<file path="src/rtl/mr_pkg.sv">
// mr_pkg: shared types and constants for the instruction fetch stage.
//   XLEN, IMAXLEN   address and instruction widths
//   ifetch_state_e  fetch FSM states (IF_IDLE, IF_REQ, IF_DRAIN)
//   IF_ENTRY_W      width of one prefetch FIFO entry {fault?, pc, inst}
//   pc_align()      clears PC bits [1:0]
// Optional feature macro: MR_IFETCH_FAULT_EN adds a fault bit to each entry.
package mr_pkg;

  localparam int XLEN    = 32;
  localparam int IMAXLEN = 32;

  typedef enum logic [1:0] {
    IF_IDLE  = 2'd0,
    IF_REQ   = 2'd1,
    IF_DRAIN = 2'd2
  } ifetch_state_e;

`ifdef MR_IFETCH_FAULT_EN
  localparam int IF_FAULT_W = 1;
`else
  localparam int IF_FAULT_W = 0;
`endif

  localparam int IF_ENTRY_W = XLEN + IMAXLEN + IF_FAULT_W;

  localparam logic [XLEN-1:0] PC_ALIGN_MASK = {{(XLEN-2){1'b1}}, 2'b00};

  function automatic logic [XLEN-1:0] pc_align(input logic [XLEN-1:0] a);
    return a & PC_ALIGN_MASK;
  endfunction

endpackage

</file>
<file path="src/rtl/mr_sync_fifo.sv">
// mr_sync_fifo: small synchronous FIFO with flush, reusable outside the fetch stage.
// Ports:
//   clk        clock
//   rst        synchronous active-low reset (0 = reset)
//   i_push     write i_wdata (ignored when full, unless a pop frees the slot this cycle)
//   i_pop      drop head entry (ignored when empty)
//   i_flush    empty the FIFO; wins over push and pop
//   i_wdata    entry to write
//   o_count    number of stored entries (0..DEPTH)
//   o_empty    no entries stored
//   o_head     entry at the head (meaningful only when !o_empty)
// DEPTH need not be a power of two: pointers wrap explicitly at DEPTH-1.
module mr_sync_fifo #(
    parameter int WIDTH = 8,
    parameter int DEPTH = 2
) (
    input  logic                       clk,
    input  logic                       rst,
    input  logic                       i_push,
    input  logic                       i_pop,
    input  logic                       i_flush,
    input  logic [WIDTH-1:0]           i_wdata,
    output logic [$clog2(DEPTH+1)-1:0] o_count,
    output logic                       o_empty,
    output logic [WIDTH-1:0]           o_head
);

    localparam int PTR_W = (DEPTH > 1) ? $clog2(DEPTH) : 1;
    localparam int CNT_W = $clog2(DEPTH + 1);

    logic [WIDTH-1:0] r_mem [DEPTH];
    logic [PTR_W-1:0] r_wr_ptr;
    logic [PTR_W-1:0] r_rd_ptr;
    logic [CNT_W-1:0] r_count;
    logic             w_do_push;
    logic             w_do_pop;

    function automatic logic [PTR_W-1:0] ptr_inc(input logic [PTR_W-1:0] p);
        if (p == PTR_W'(DEPTH - 1)) begin
            return '0;
        end
        return p + 1'b1;
    endfunction

    assign w_do_pop  = i_pop && (r_count != '0);
    assign w_do_push = i_push && ((r_count != CNT_W'(DEPTH)) || w_do_pop);

    always_ff @(posedge clk) begin
        if (!rst || i_flush) begin
            r_wr_ptr <= '0;
            r_rd_ptr <= '0;
            r_count  <= '0;
        end else begin
            if (w_do_push) begin
                r_wr_ptr <= ptr_inc(r_wr_ptr);
            end
            if (w_do_pop) begin
                r_rd_ptr <= ptr_inc(r_rd_ptr);
            end
            case ({w_do_push, w_do_pop})
                2'b10:   r_count <= r_count + 1'b1;
                2'b01:   r_count <= r_count - 1'b1;
                default: r_count <= r_count;
            endcase
        end
    end

    // Storage needs no reset: the count alone says which slots are live.
    always_ff @(posedge clk) begin
        if (rst && !i_flush && w_do_push) begin
            r_mem[r_wr_ptr] <= i_wdata;
        end
    end

    assign o_count = r_count;
    assign o_empty = (r_count == '0);
    assign o_head  = r_mem[r_rd_ptr];

endmodule

</file>
<file path="src/rtl/mr_ifetch.sv">
// mr_ifetch: instruction fetch stage.
// Owns the fetch PC, reads 32-bit words over a req/ack imem bus into a prefetch
// FIFO, and presents them to decode with a valid/ready handshake.
// Ports:
//   clk, rst                   clock; synchronous active-low reset (0 = reset)
//   imem_req / imem_addr       registered bus request; held stable until imem_ack
//   imem_ack / imem_rdata      read completion and data (ack ignored while imem_req=0)
//   imem_err                   bus error qualifying ack (MR_IFETCH_FAULT_EN only)
//   inst / inst_pc             FIFO head instruction and its PC
//   inst_valid / inst_ready    decode handshake; an entry pops when both are 1
//   inst_fault                 head entry carries a bus error (MR_IFETCH_FAULT_EN only)
//   redirect_valid/redirect_pc one-cycle restart request; target bits [1:0] cleared
//   o_dbg_state                current fetch FSM state (ifetch_state_e encoding)
// Optional feature macro: MR_IFETCH_FAULT_EN.
//
// Handshakes: a decode transfer happens on a clock edge where inst_valid and
// inst_ready are both 1; a bus transfer happens on an edge where imem_req and
// imem_ack are both 1. Once raised, imem_req/imem_addr do not change until that
// transfer completes, even across a redirect.
module mr_ifetch
  import mr_pkg::*;
#(
  parameter logic [XLEN-1:0] RESET_PC   = '0,
  parameter int              FIFO_DEPTH = 2
) (
  input  logic               clk,
  input  logic               rst,
  output logic               imem_req,
  output logic [XLEN-1:0]    imem_addr,
  input  logic               imem_ack,
  input  logic [IMAXLEN-1:0] imem_rdata,
`ifdef MR_IFETCH_FAULT_EN
  input  logic               imem_err,
  output logic               inst_fault,
`endif
  output logic [IMAXLEN-1:0] inst,
  output logic [XLEN-1:0]    inst_pc,
  output logic               inst_valid,
  input  logic               inst_ready,
  input  logic               redirect_valid,
  input  logic [XLEN-1:0]    redirect_pc,
  output logic [1:0]         o_dbg_state
);

  localparam int CNT_W = $clog2(FIFO_DEPTH + 1);

  ifetch_state_e         r_state;
  logic                  r_imem_req;
  logic [XLEN-1:0]       r_imem_addr;
  logic [XLEN-1:0]       r_fetch_pc;
  logic                  r_stopped;

  logic [CNT_W-1:0]      w_cnt;
  logic [CNT_W-1:0]      w_cnt_after_pop;
  logic                  w_empty;
  logic [IF_ENTRY_W-1:0] w_head;
  logic [IF_ENTRY_W-1:0] w_push_data;
  logic                  w_push;
  logic                  w_pop;
  logic                  w_err;
  logic                  w_room_now;
  logic                  w_room_after_push;
  logic [XLEN-1:0]       w_target;
  logic [XLEN-1:0]       w_pc_inc;

  assign w_target = pc_align(redirect_pc);
  assign w_pc_inc = r_fetch_pc + XLEN'(4);

  // A redirect flushes the FIFO, so neither the coincident ack nor pop may act.
  assign w_push = (r_state == IF_REQ) && imem_ack && !redirect_valid;
  assign w_pop  = inst_valid && inst_ready && !redirect_valid;

  // Free-slot tests account for this cycle's pop so a full FIFO being drained
  // still sustains one fetch per cycle.
  assign w_cnt_after_pop   = w_cnt - CNT_W'(w_pop);
  assign w_room_now        = int'(w_cnt_after_pop) < FIFO_DEPTH;
  assign w_room_after_push = (int'(w_cnt_after_pop) + 1) < FIFO_DEPTH;

`ifdef MR_IFETCH_FAULT_EN
  assign w_err       = imem_err;
  assign w_push_data = {w_err, r_imem_addr, (w_err ? '0 : imem_rdata)};
  assign inst_fault  = !w_empty && w_head[IF_ENTRY_W-1];
`else
  assign w_err       = 1'b0;
  assign w_push_data = {r_imem_addr, imem_rdata};
`endif

  mr_sync_fifo #(
    .WIDTH (IF_ENTRY_W),
    .DEPTH (FIFO_DEPTH)
  ) u_fifo (
    .clk     (clk),
    .rst     (rst),
    .i_push  (w_push),
    .i_pop   (w_pop),
    .i_flush (redirect_valid),
    .i_wdata (w_push_data),
    .o_count (w_cnt),
    .o_empty (w_empty),
    .o_head  (w_head)
  );

  // Fetch FSM. In IF_REQ imem_addr equals r_fetch_pc; in IF_DRAIN r_fetch_pc
  // holds the redirect target while the abandoned request completes.
  always_ff @(posedge clk) begin
    if (!rst) begin
      r_state     <= IF_IDLE;
      r_imem_req  <= 1'b0;
      r_imem_addr <= RESET_PC;
      r_fetch_pc  <= RESET_PC;
      r_stopped   <= 1'b0;
    end else if (redirect_valid) begin
      r_fetch_pc <= w_target;
      r_stopped  <= 1'b0;
      if ((r_state != IF_IDLE) && !imem_ack) begin
        // Bus still owes an ack for the old address; wait it out.
        r_state <= IF_DRAIN;
      end else begin
        r_state     <= IF_REQ;
        r_imem_req  <= 1'b1;
        r_imem_addr <= w_target;
      end
    end else begin
      case (r_state)
        IF_IDLE: begin
          if (!r_stopped && w_room_now) begin
            r_state     <= IF_REQ;
            r_imem_req  <= 1'b1;
            r_imem_addr <= r_fetch_pc;
          end
        end
        IF_REQ: begin
          if (imem_ack) begin
            r_fetch_pc <= w_pc_inc;
            if (w_err) begin
              r_state    <= IF_IDLE;
              r_imem_req <= 1'b0;
              r_stopped  <= 1'b1;
            end else if (w_room_after_push) begin
              r_imem_addr <= w_pc_inc;
            end else begin
              r_state    <= IF_IDLE;
              r_imem_req <= 1'b0;
            end
          end
        end
        IF_DRAIN: begin
          if (imem_ack) begin
            r_state     <= IF_REQ;
            r_imem_addr <= r_fetch_pc;
          end
        end
        default: begin
          r_state    <= IF_IDLE;
          r_imem_req <= 1'b0;
        end
      endcase
    end
  end

  assign imem_req    = r_imem_req;
  assign imem_addr   = r_imem_addr;
  assign inst_valid  = !w_empty;
  assign inst_pc     = w_head[IMAXLEN +: XLEN];
  assign inst        = w_head[0 +: IMAXLEN];
  assign o_dbg_state = r_state;

endmodule

</file>
<file path="config.mk">
export PLATFORM = sky130hd
export DESIGN_NAME = mr_ifetch
export DESIGN_NICKNAME = d
export VERILOG_FILES = /design/src/rtl/mr_pkg.sv /design/src/rtl/mr_sync_fifo.sv /design/src/rtl/mr_ifetch.sv
export SDC_FILE = /design/constraint.sdc
export NUM_CORES = 1
export LEC_CHECK = 0
export CORE_ASPECT_RATIO = 1.1
export CORE_MARGIN = 8
export CORE_UTILIZATION = 52
export DETAILED_ROUTE_END_ITERATION = 7
export PLACE_DENSITY = 0.78
export SYNTH_ARGS = -nofsm -noshare
export SYNTH_HDL_FRONTEND = slang
export SYNTH_SLANG_ARGS = --single-unit
export TNS_END_PERCENT = 5
</file>
<file path="constraint.sdc">
create_clock -name clk -period 9 [get_ports clk]
set_input_delay 2.25 -clock clk [delete_from_list [all_inputs] [get_ports clk]]
set_output_delay 2.25 -clock clk [all_outputs]
set_load 0.02 [all_outputs]
</file>
==> results of run 1 <==
sequential cells by signal, summed over array words and instances (netlist names), named ones only:
signal,cells
imem_addr,30
u_fifo.o_count,2
u_fifo.r_rd_ptr,1
u_fifo.r_wr_ptr,1
imem_req,1
r_fetch_pc,30
u_fifo.r_mem,124
o_dbg_state,2
power groups by stage:
| stage | Sequential (uW) | Combinational, uW | Clock [uW] |
|---|---|---|---|
| final | 1000 | 199 | 759 |
| after CTS | 1000 | 199 | 769 |
| after global placement | 1020 | 194 | 0 |
| after global routing | 1010 | 213 | 806 |
| after detailed placement | 1020 | 198 | 0 |
| after floorplan | 1030 | 97.4 | 0 |
cell families (layout without fill, tap and decap cells):
group	count (synthesis)	in the layout	synth area share, %
AND/OR/NAND/NOR	208	208	13.95
adder cells (fa/ha/maj)	2	2	0.2955
AO/OA/AOI/OAI	121	121	8.735
buffers and inverters	62	208	3.414
flip-flops	192	192	60.07
other	1	4	0.04430
multiplexers	66	66	8.720
XOR/XNOR	44	44	4.774
cell type report:
type,instances,area [sq um]
fillers,1193,5366
inverters,6,22.52
repair buffers,170,1682
clock inverters,9,103.9
flip-flops and latches,192,5086
clock buffers,23,499.2
well taps,204,255.2
multi-input cells,445,3109
metal layers:
| metal | wire [microns] | share of wire (%) | global-route usage, % | up-vias |
|---|---|---|---|---|
| met5 | 0 | 0 | 0 | - |
| met4 | 418 | 2.1 | 7.178 | 0 |
| met3 | 1274 | 6.3 | 3.761 | 31 |
| met2 | 10350 | 51 | 33.80 | 214 |
| met1 | 8344 | 41 | 24.31 | 2926 |
| li1 | - | - | - | 2865 |
critical path, delay by kind of cell:
family,cells,cell delay [ns]
AND/OR/NAND/NOR,1,0.31
buffers and inverters,5,2.68
worst max-delay path by stage:
| stage | from | cells past startpoint | to | slack (ns) |
|---|---|---|---|---|
| detailed placement | redirect_valid | 6 | u_fifo.r_mem[1][29] | 3.32 |
| floorplan | imem_ack | 5 | u_fifo.r_mem[0][0] | 0.94 |
| finish | redirect_valid | 6 | u_fifo.r_mem[1][35] | 3.69 |
| global placement | redirect_valid | 6 | u_fifo.r_mem[1][30] | 3.39 |
| global route | redirect_valid | 6 | u_fifo.r_mem[1][28] | 3.50 |
| CTS | redirect_valid | 6 | u_fifo.r_mem[1][29] | 3.77 |
cells in the mapped netlist, types with 3 or more instances:
| cell | count |
|---|---|
| sky130_fd_sc_hd__xnor2_1 | 30 |
| sky130_fd_sc_hd__nor4_1 | 7 |
| sky130_fd_sc_hd__nand3_1 | 31 |
| sky130_fd_sc_hd__mux2i_1 | 4 |
| sky130_fd_sc_hd__o21ai_0 | 32 |
| sky130_fd_sc_hd__a31oi_1 | 6 |
| sky130_fd_sc_hd__mux2_2 | 62 |
| sky130_fd_sc_hd__buf_2 | 7 |
| sky130_fd_sc_hd__nand2b_1 | 13 |
| sky130_fd_sc_hd__or3_1 | 6 |
| sky130_fd_sc_hd__and3_1 | 5 |
| sky130_fd_sc_hd__o31ai_1 | 14 |
| sky130_fd_sc_hd__buf_6 | 3 |
| sky130_fd_sc_hd__nor3_1 | 34 |
| sky130_fd_sc_hd__buf_4 | 6 |
| sky130_fd_sc_hd__nand4_1 | 16 |
| sky130_fd_sc_hd__or4_1 | 4 |
| sky130_fd_sc_hd__a21oi_1 | 42 |
| sky130_fd_sc_hd__nand4_2 | 3 |
| sky130_fd_sc_hd__clkbuf_1 | 30 |
| sky130_fd_sc_hd__o211ai_1 | 4 |
| sky130_fd_sc_hd__a32o_1 | 5 |
| sky130_fd_sc_hd__buf_1 | 8 |
| sky130_fd_sc_hd__inv_1 | 6 |
| sky130_fd_sc_hd__nor4_4 | 3 |
| sky130_fd_sc_hd__xor2_1 | 13 |
| sky130_fd_sc_hd__nand2_1 | 37 |
| sky130_fd_sc_hd__nor2_1 | 31 |
| sky130_fd_sc_hd__edfxtp_1 | 124 |
| sky130_fd_sc_hd__dfxtp_1 | 68 |
| sky130_fd_sc_hd__o21a_1 | 4 |
through the flow:
stage          instance area [sq um]  cells  total power, uW  utilization (%)  hold WS, ns
2_1_floorplan                   8477    699             1123                -       0.4725
3_3_place_gp                   10150   1017             1214            62.98       0.4594
3_5_place_dp                   10150   1017             1221            62.98       0.4714
4_1_cts                        10760   1049             1972            66.72       0.4880
5_1_grt                        10760   1049             2027            66.72       0.5025
6_report                       10760   1049             1963            66.72       0.4886
==> results list, run 1 <==
- Combined global-route utilization of all metal layers: 19.79%
* Number of primary I/O pins: 169
* Share of synthesized area occupied by flip-flops and latches: 60.07%
- Sequential cells burn 51.2% of the power.
* Setup fix buffers added after clock tree synthesis: 0
- Max Cap Violations: 0
- The initial antenna violation count was 0.
- After clock tree synthesis, the flow added hold-fix buffers numbering 0.
- Buffers inserted during clock tree synthesis total 17.
- Post-layout minimum cycle time: 5.315 ns
- From bottom edge to top edge, the die measures 149.8 microns.
* Insertion delay of the later-clocked pin in the worst-skew pair: 0.42 ns
- Input and output buffers added on the ports amount to 162.
* Hold violation total from the final report: 0
- Post-route setup TNS: 0 ns
* Ordered cell list for the critical path: clkdlybuf4s50_1 > buf_4 > inv_1 > buf_4 > and4_2 > buf_4
* Commonest cells after routing, fill and taps aside: sky130_fd_sc_hd__clkdlybuf4s50_1 (162), sky130_fd_sc_hd__edfxtp_1 (124), sky130_fd_sc_hd__dfxtp_1 (67), sky130_fd_sc_hd__mux2_2 (62), sky130_fd_sc_hd__a21oi_1 (42)
- Total wirelength of the detailed-routed design: 20380 microns
- Post-route antenna net violation count: 0
- Once routing completed, OpenROAD measured the worst setup slack at 3.685 ns.
- Endpoint, Worst Hold: u_fifo.r_mem[0][40]
- Synthesis produced 696 cells.
- Count of final max-slew check failures: 0
* Clock transition at path regs: 0.07 ns
* Power per cell area: 182.5 nW/um^2
- The floorplan step defined a die boundary enclosing 20620 sq um.
- The worst setup path is launched from an input port.
* Max rail drop VDD: 0.0001480 V
- Most frequently used flop master after synthesis: sky130_fd_sc_hd__edfxtp_1
- Using the TritonRoute via totals, the vias-per-cell ratio works out to 5.754.
* Cells taking the most area after synthesis: sky130_fd_sc_hd__edfxtp_1 (44%), sky130_fd_sc_hd__dfxtp_1 (16%), sky130_fd_sc_hd__mux2_2 (8.2%), sky130_fd_sc_hd__xnor2_1 (3.1%), sky130_fd_sc_hd__a21oi_1 (2.5%)
* Total gr overflow: 0
- P_int: 1513 uW
* Final net count: 903
* H-tree level count: 4
- The clock passes through at most 2 buffers.
- CTS root buf: sky130_fd_sc_hd__clkbuf_16
* Starting Density: 52.50%
* Class of the tightest hold or removal check: reg2reg
- Count of vias placed by the detailed router: 6036
* Worst slew margin: 40.96%
* Global-route wire length before repair: 31940 microns
- Syn_area_per_cell: 12.16 sq um
- The die is 137.7 microns wide.
* TritonCTS clock tree: done
- The worst setup path is of the in2reg kind.
- The worst setup path is captured at a flip-flop.
- Setup repair after global routing left no endpoint under its margin.
- Derived from the worst setup path, the maximum achievable clock frequency is 0.1882 GHz.
* Master of the slowest instance on the critical path: sky130_fd_sc_hd__clkdlybuf4s50_1
- The core region is 16120 sq um.
* Async set or reset register ratio after synthesis: 0%
- Final period util: 59.05%
* Leakage power summed over all cells: 0.003621 uW
- Combinational logic is responsible for 10.1% of the overall power.
- For the pin with the worst max-slew slack, the measured transition is 0.8856 ns.
- Yosys warnings: 0
- Across all register-to-register paths, the minimum setup slack is 5.88 ns.
- The largest single stage delay on the critical path is 0.76 ns.
- WP data arrival: 5.36 ns
- Total inserted antenna cells: 0
- Crit Reg-Reg Startpoint: u_fifo.o_count[1]
- For this block, the initial DRC count from the detailed router was 449.
* Destination of the worst register-to-register timing path: imem_addr[31]
- Clock sink count: 192
- After legalization and detailed placement, the total HPWL measured 14020 microns.
- Power spent charging and discharging nets: 449.7 uW
- After detailed routing, the number of remaining DRC violations is 0.
- Between clock sinks in the finished design, the worst skew comes to 0.007780 ns.
* Number of distinct library cells after synthesis: 60
* Placement Rows: 49
- The synthesized design contains 124 enable-type register cells.
* Required time at the endpoint of the critical path: 9.05 ns
- The congestion estimate from routability-driven global placement came to 0.8787.
* FF+latch count, synth: 192
- The number of cells on the worst reg-to-reg path is 9.
- Switching share of power: 22.91%
- Resized Gates After CTS: 0
* Clock power share: 38.7%
* Cells on Worst Hold Path: 0
- Vias in the first global route: 5965
- Top cell type's share of synthesized area: 43.98%
- In this run the most critical hold path is launched from imem_addr[8].
- Leaving out fill and tap cells, the most frequent cell in the layout is sky130_fd_sc_hd__clkdlybuf4s50_1.
* Ratio of cells with drive above 1 in the final layout: 14.08%
* Layout-stage area growth over the synthesis result: 27.08%
* Routed wirelength normalized by instance count: 19.43 microns
- Summed over all instances, the cell type with the most area after synthesis is sky130_fd_sc_hd__edfxtp_1.
* Final setup violation count: 0
- Maximum fanout along the worst path: 62
- The pre-antenna-repair detailed-routing pass consisted of 5 iterations.
- After synthesis the cells add up to 8466 sq um.
- By instance count, the cell type seen most on the critical path is sky130_fd_sc_hd__buf_4.
* Pin count of the biggest net entering global routing: 63
- Status: finished, final reports clean
- OpenSTA, run right after detailed placement, puts the worst setup slack at 3.319 ns.
No activity file was read; power rests on OpenSTA's default activity.
==> inputs of run 2 (changes only) <==
- clock period: 9 -> 5.1 ns (I/O delays scaled with it)
==> run 2 against run 1 <==
- largest cell class unchanged
- global-route usage about the same
- highest routed layer unchanged
- worst setup slack got worse by 2.4 ns
- combinational power increased by 76%
- worst hold slack got worse by 0.0079 ns
- sequential share of layout area decreased by 0.26 points
==> results list, run 2 (synthesis results as in run 1) <==
* Required time at the endpoint of the critical path: 3.83 ns
- Unrepaired setup endpoints after global routing: false
- During I/O placement, the number of pins put on the boundary was 169.
- Starting Density: 52.50%
- Share of power burned in registers: 50.3%
- Once placement finished, the instance area stood at 10180 sq um.
- Commonest non-fill, non-tap cell in the layout: sky130_fd_sc_hd__clkdlybuf4s50_1
- Setup violations remaining at the end of the flow were counted as 0.
- Critical setup path kind: reg2out
* Core utilization of the finished layout: 67.09%
* Crit Reg-Reg Startpoint: u_fifo.o_count[1]
* Hold path start: imem_addr[10]
- Max-cap violations in this run came to 0.
- The number of endpoints with negative hold slack in the final report is 0.
- Core area: 16120 sq um
- The worst hold path terminates at u_fifo.r_mem[1][42].
- Count of vias placed by the detailed router: 6070
- TritonCTS Buffers: 17
- Insertion delay of the later-clocked pin in the worst-skew pair: 0.42 ns
- Total wirelength of the detailed-routed design: 20730 microns
* Hold_buf cts: 0
- The die is 137.7 microns wide.
- Ordered cell list for the critical path: buf_12 > mux2_2 > clkdlybuf4s50_1
- After clock tree synthesis, the clock-pin slew on the worst setup and hold paths is 0.07 ns.
- Entering global routing, the biggest net connects 63 pins.
* Logic gate share of total power: 9.9%
* Post-route setup TNS: 0 ns
- Ratio of cells with drive above 1 in the final layout: 14.18%
* Drt via density: 5.775
- Power per cell area: 326.6 nW/um^2
- The max-slew violation count was 0.
- Crit path launch type: flip-flop
- Detailed placement HPWL: 14270 microns
- The register with the most flip-flops in the layout has 124 of them.
- Class of the tightest hold or removal check: reg2reg
* Post-route cell area: 10820 sq um
* Status: finished, final reports clean
- Across all register-to-register paths, the minimum setup slack is 2.11 ns.
* Post-layout minimum cycle time: 3.772 ns
* Worst slew margin: 43.49%
* Worst reg-to-reg path cell count: 10
* Drc violations: 0
- The detailed router finished its first iteration with 558 violations.
- Across the routed clock network, the largest skew measured is 0.01025 ns.
- More flip-flops sit in one register than any other, and that register is u_fifo.r_mem.
* Total gr overflow: 0
* Clock power share: 39.8%
- For this design, the sink count on the clock tree is 192.
* Leakage power summed over all cells: 0.003640 uW
- Resized Gates After CTS: 0
* Total iterations of the first detailed-routing run: 7
* WP data arrival: 2.50 ns
- Master of the slowest instance on the critical path: sky130_fd_sc_hd__dfxtp_2
- Global-route wire length before repair: 31600 microns
- Maximum fanout along the worst path: 32
- P_int: 2736 uW
- Post-route antenna net violation count: 0
* Largest stage delay on the critical path: 0.84 ns
* Highest attainable clock frequency: 0.2651 GHz
- Switching share of power: 22.57%
* Max rail drop VDD: 0.0002722 V
* H-tree level count: 4
- The number of setup buffers added after CTS is 0.
- Along the worst hold path, the cell count comes to 0.
- TritonCTS built the clock tree.
- Final period util: 73.97%
- The die covers 20620 sq um.
- Together, buffers and inverters on the worst path number 2.
- Kind of capture point of the worst setup path: output port
- Die Ht: 149.8 microns
- The initialized floorplan defines 49 standard-cell rows.
- Maximum number of buffers from clock root to sink: 2
- CTS root buf: sky130_fd_sc_hd__clkbuf_16
* Number of buffers inserted by port buffering: 162
* Destination of the worst register-to-register timing path: imem_addr[31]
- Routability congestion estimate: 0.8898
- Pin slew with the least headroom to its limit: 0.8412 ns
- Layout-stage area growth over the synthesis result: 27.79%
* Worst path top cell family by delay: buffers and inverters
* Power spent charging and discharging nets: 797.2 uW
- Initial antenna violation count: 1
* Combined global-route utilization of all metal layers: 19.75%
- In the layout the commonest cells are sky130_fd_sc_hd__clkdlybuf4s50_1 (162), sky130_fd_sc_hd__edfxtp_1 (124), sky130_fd_sc_hd__dfxtp_1 (67), sky130_fd_sc_hd__mux2_2 (62), sky130_fd_sc_hd__a21oi_1 (42).
* Routed wirelength normalized by instance count: 19.72 microns
- After the last flow step, the layout net total stands at 904.
* Vias in the first global route: 5967
==> run 2: cell types whose count changed in the layout (fill, tap and decap cells not counted) <==
cell / change
sky130_fd_sc_hd__buf_12: +1
sky130_fd_sc_hd__bufinv_16: +1
sky130_fd_sc_hd__clkbuf_8: -1
sky130_fd_sc_hd__nor3b_4: +1
sky130_fd_sc_hd__clkbuf_16: +1
sky130_fd_sc_hd__clkinvlp_4: +1
sky130_fd_sc_hd__nor3b_2: -1
sky130_fd_sc_hd__diode_2: +1
sky130_fd_sc_hd__clkinv_4: -2
==> run 2: worst max-delay path by stage <==
stage | end | slack, ns | startpoint | cells after the start
after floorplan | u_fifo.r_mem[0][0] | 0.23 | imem_ack | 5
after global placement | imem_addr[31] | 1.17 | inst_ready | 10
after detailed placement | imem_addr[31] | 1.09 | inst_ready | 10
after CTS | inst[14] | 1.28 | flip-flop | 3
after global routing | inst[22] | 1.20 | flip-flop | 3
final | inst_pc[7] | 1.33 | flip-flop | 3
==> run 2: power by group through the flow <==
stage	combinational (uW)	clock (uW)	sequential [uW]
after global placement	341	0	1800
final	351	1410	1780
after CTS	352	1420	1770
after detailed placement	350	0	1810
after floorplan	172	0	1810
after global routing	376	1490	1780
==> run 2: cell type report <==
class	instances	area (sq um)
clock buffers	23	510.5
fillers	1172	5306
well taps	204	255.2
diodes	1	2.502
repair buffers	171	1702
inverters	6	22.52
flip-flops and latches	192	5086
multi-input cells	445	3115
clock inverters	9	123.9
==> run 2: routing by layer <==
metal  wire length (microns)  share of wire [%]  GRT usage, %  vias up
li1                        -                  -             -     2861
met1                    8380                 40         24.54     2931
met2                   10390                 50         33.12      248
met3                    1579                7.6         4.164       30
met4                     376                1.8         7.178        0
met5                       0                  0             0        -
==> run 2: metrics by stage <==
stage	cells	setup WS, ns	hold slack [ns]	total power (uW)
final	1051	1.328	0.4807	3533
after global routing	1051	1.205	0.5075	3643
after CTS	1050	1.280	0.4862	3550
after detailed placement	1018	1.092	0.4719	2157
after global placement	1018	1.170	0.4616	2143
after floorplan	699	0.2345	0.4725	1981
==> inputs of run 3 (changes only) <==
- clock period: 5.1 -> 3.6 ns (I/O delays scaled with it)
==> run 3 against run 2 <==
- count of clock-buffer cells in the layout decreased by 3
- critical path depth grew 7
- worst hold slack better by 0.021 ns
- via count is 0.69% higher
- flip-flop and latch count did not move
==> results list, run 3 (synthesis results as in run 1) <==
* Status: finished, final reports clean
- Master of the slowest instance on the critical path: sky130_fd_sc_hd__clkdlybuf4s50_1
- Detailed routing inserted a total of 6112 vias.
- After routing, the total negative slack on setup checks comes to 0 ns.
- Clock transition at path regs: 0.07 ns
- Global routing used 20.31% of the available tracks.
- Required time at the endpoint of the critical path: 3.93 ns
- Insertion delay of the later-clocked pin in the worst-skew pair: 0.43 ns
- The number of endpoints with negative hold slack in the final report was 0.
* Count of final max-slew check failures: 0
- Class of the tightest hold or removal check: reg2reg
- In this run the tool buffered the top-level ports with 162 buffer cells.
* Max rail drop VDD: 0.0003428 V
- In this run the clock root is driven by a sky130_fd_sc_hd__clkbuf_16.
* Timing endpoint of the critical path: imem_addr[24]
- Setup slack on the worst flop-to-flop path: 0.78 ns
- Once the clock tree was built, the setup fixing pass inserted 0 buffers.
- Clock sink count: 192
- The floorplan step defined a die boundary enclosing 20620 sq um.
* Global-route wire length before repair: 32730 microns
- Highest attainable clock frequency: 0.3252 GHz
* Hold_buf cts: 0
- Counting buffers and inverters, the worst setup path is 10 cells deep.
- The via count of the first global-routing pass is 6161.
- The post-route netlist has 14.47% of its cells at a drive strength greater than 1.
- Worst reg-to-reg path cell count: 10
- Destination of the worst register-to-register timing path: imem_addr[24]
- Core utilization of the finished layout: 67.29%
- Measured along the y axis, the die boundary spans 149.8 microns.
* Post-route antenna net violation count: 0
- Summed over all cells, the static leakage comes to 0.003643 uW.
* Initial antenna violation count: 1
- Together, buffers and inverters on the worst path number 2.
- For this run, design rule violations remaining after detail routing come to 0.
- Clock tree synthesis inserted a total of 17 buffers.
* Largest register by flop count: u_fifo.r_mem
* Commonest cells after routing, fill and taps aside: sky130_fd_sc_hd__clkdlybuf4s50_1 (162), sky130_fd_sc_hd__edfxtp_1 (124), sky130_fd_sc_hd__dfxtp_1 (67), sky130_fd_sc_hd__mux2_2 (62), sky130_fd_sc_hd__a21oi_1 (41)
* Pin slew with the least headroom to its limit: 0.6798 ns
- The floorplan step set the die width to 137.7 microns.
- Total iterations of the first detailed-routing run: 5
- Flip-flop and latch area: 5086 sq um
- The worst hold path begins at imem_addr[8].
- Number of design-rule violations left by the first detailed-router iteration: 457
- Crit path launch type: input port
* Routed wirelength normalized by instance count: 19.56 microns
- For the worst setup path, the data arrival time is 3.40 ns.
- Across the run, the number of max-cap violations was 0.
- Across the routed clock network, the largest skew measured is 0.009735 ns.
- Of all nets on the critical path, the largest fanout is 43.
- Final setup violation count: 0
- The final layout contains 908 nets.
* Placement Rows: 49
- Critical Path Source: inst_ready
* Commonest non-fill, non-tap cell in the layout: sky130_fd_sc_hd__clkdlybuf4s50_1
- During I/O placement, the number of pins put on the boundary was 169.
- Summing all multi-input logic gate instances after layout gives 3119 sq um.
- Worst slew margin: 54.26%
* Total wirelength of the detailed-routed design: 20640 microns
* Kind of capture point of the worst setup path: flip-flop
- Drt via density: 5.793
* Unrepaired setup endpoints after global routing: false
* Pin count of the biggest net entering global routing: 63
- Worst path top cell family by delay: simple AND/OR/NAND/NOR gates
- Final worst hold slack: 0.5018 ns
* Resized Gates After CTS: 0
* Final period util: 85.41%
- The signal on the critical path passes through clkdlybuf4s50_1 > nand2_1 > nor2_1 > ha_1 > xnor2_4 > nor3_1 > or3_1 > buf_4 > and3_1 > a31o_2.
- In this run the critical register-to-register path is launched from u_fifo.o_count[1].
- For this run, the slowest stage of the critical path takes 0.59 ns.
- Power per cell area: 454.0 nW/um^2
- Maximum number of buffers from clock root to sink: 2
* Post-layout minimum cycle time: 3.075 ns
- Layout-stage area growth over the synthesis result: 28.17%
- Total gr overflow: 0
- The layout has 1185 filler cells.
- Routability congestion estimate: 0.8844
- Core area: 16120 sq um
- Once the floorplan was initialized, standard cells occupied 52.50% of the core.
* TritonCTS clock tree: done
- The register with the most flip-flops in the layout has 124 of them.
- Critical setup path kind: in2reg
* Detailed placement HPWL: 14520 microns
* H-tree level count: 4
## run 3: layer usage
metal / vias to the layer above / global-route usage, % / wire length, microns
met1: 2986 / 24.67 / 8300
met3: 30 / 5.238 / 1516
met4: 0 / 8.157 / 409
met2: 223 / 33.63 / 10410
li1: 2873 / - / -
met5: - / 0 / 0
## run 3: worst min path at each step
stage                                     end  depth (start not counted)
final                     u_fifo.r_mem[0][40]                          0
after global routing      u_fifo.r_mem[1][37]                          0
after detailed placement  u_fifo.r_mem[1][54]                          0
after global placement    u_fifo.r_mem[0][40]                          0
after floorplan                     flip-flop                          2
after CTS                        imem_addr[5]                          2
## run 3: area by class of cell
type                    count  share of cell area (%)
clock buffers              20                   4.024
clock inverters            12                   1.464
diodes                      1                 0.02306
flip-flops and latches    192                   46.88
multi-input cells         445                   28.75
well taps                 204                   2.352
repair buffers            175                   16.31
inverters                   6                  0.2076
## run 3: per-stage QoR
stage / setup WS (ns) / std cells / instance area, sq um / power, uW
6_report: 0.5254 / 1055 / 10850 / 4926
5_1_grt: 0.4356 / 1055 / 10850 / 5088
4_1_cts: 0.5557 / 1054 / 10850 / 4951
3_5_place_dp: 0.1228 / 1022 / 10250 / 3061
3_3_place_gp: 0.1538 / 1022 / 10250 / 3044
2_1_floorplan: 0.009457 / 699 / 8493 / 2807
## run 3: worst reg2reg max path, stage by stage (launching register included)
cell and delay (ns):
sky130_fd_sc_hd__dfxtp_1 0.43, sky130_fd_sc_hd__or2_2 0.38, sky130_fd_sc_hd__nand2_1 0.12, sky130_fd_sc_hd__nor2_1 0.06, sky130_fd_sc_hd__ha_1 0.32, sky130_fd_sc_hd__o21ai_1 0.06
sky130_fd_sc_hd__and2_1 0.20, sky130_fd_sc_hd__or3_1 0.39, sky130_fd_sc_hd__buf_4 0.29, sky130_fd_sc_hd__and3_1 0.26, sky130_fd_sc_hd__a31o_2 0.21
## run 3: power breakdown
group / internal, uW / total, uW / switching, uW
logic: 246 / 504 / 258
registers: 2420 / 2510 / 89.4
clock network: 1100 / 1910 / 811
total: 3770 / 4930 / 1160
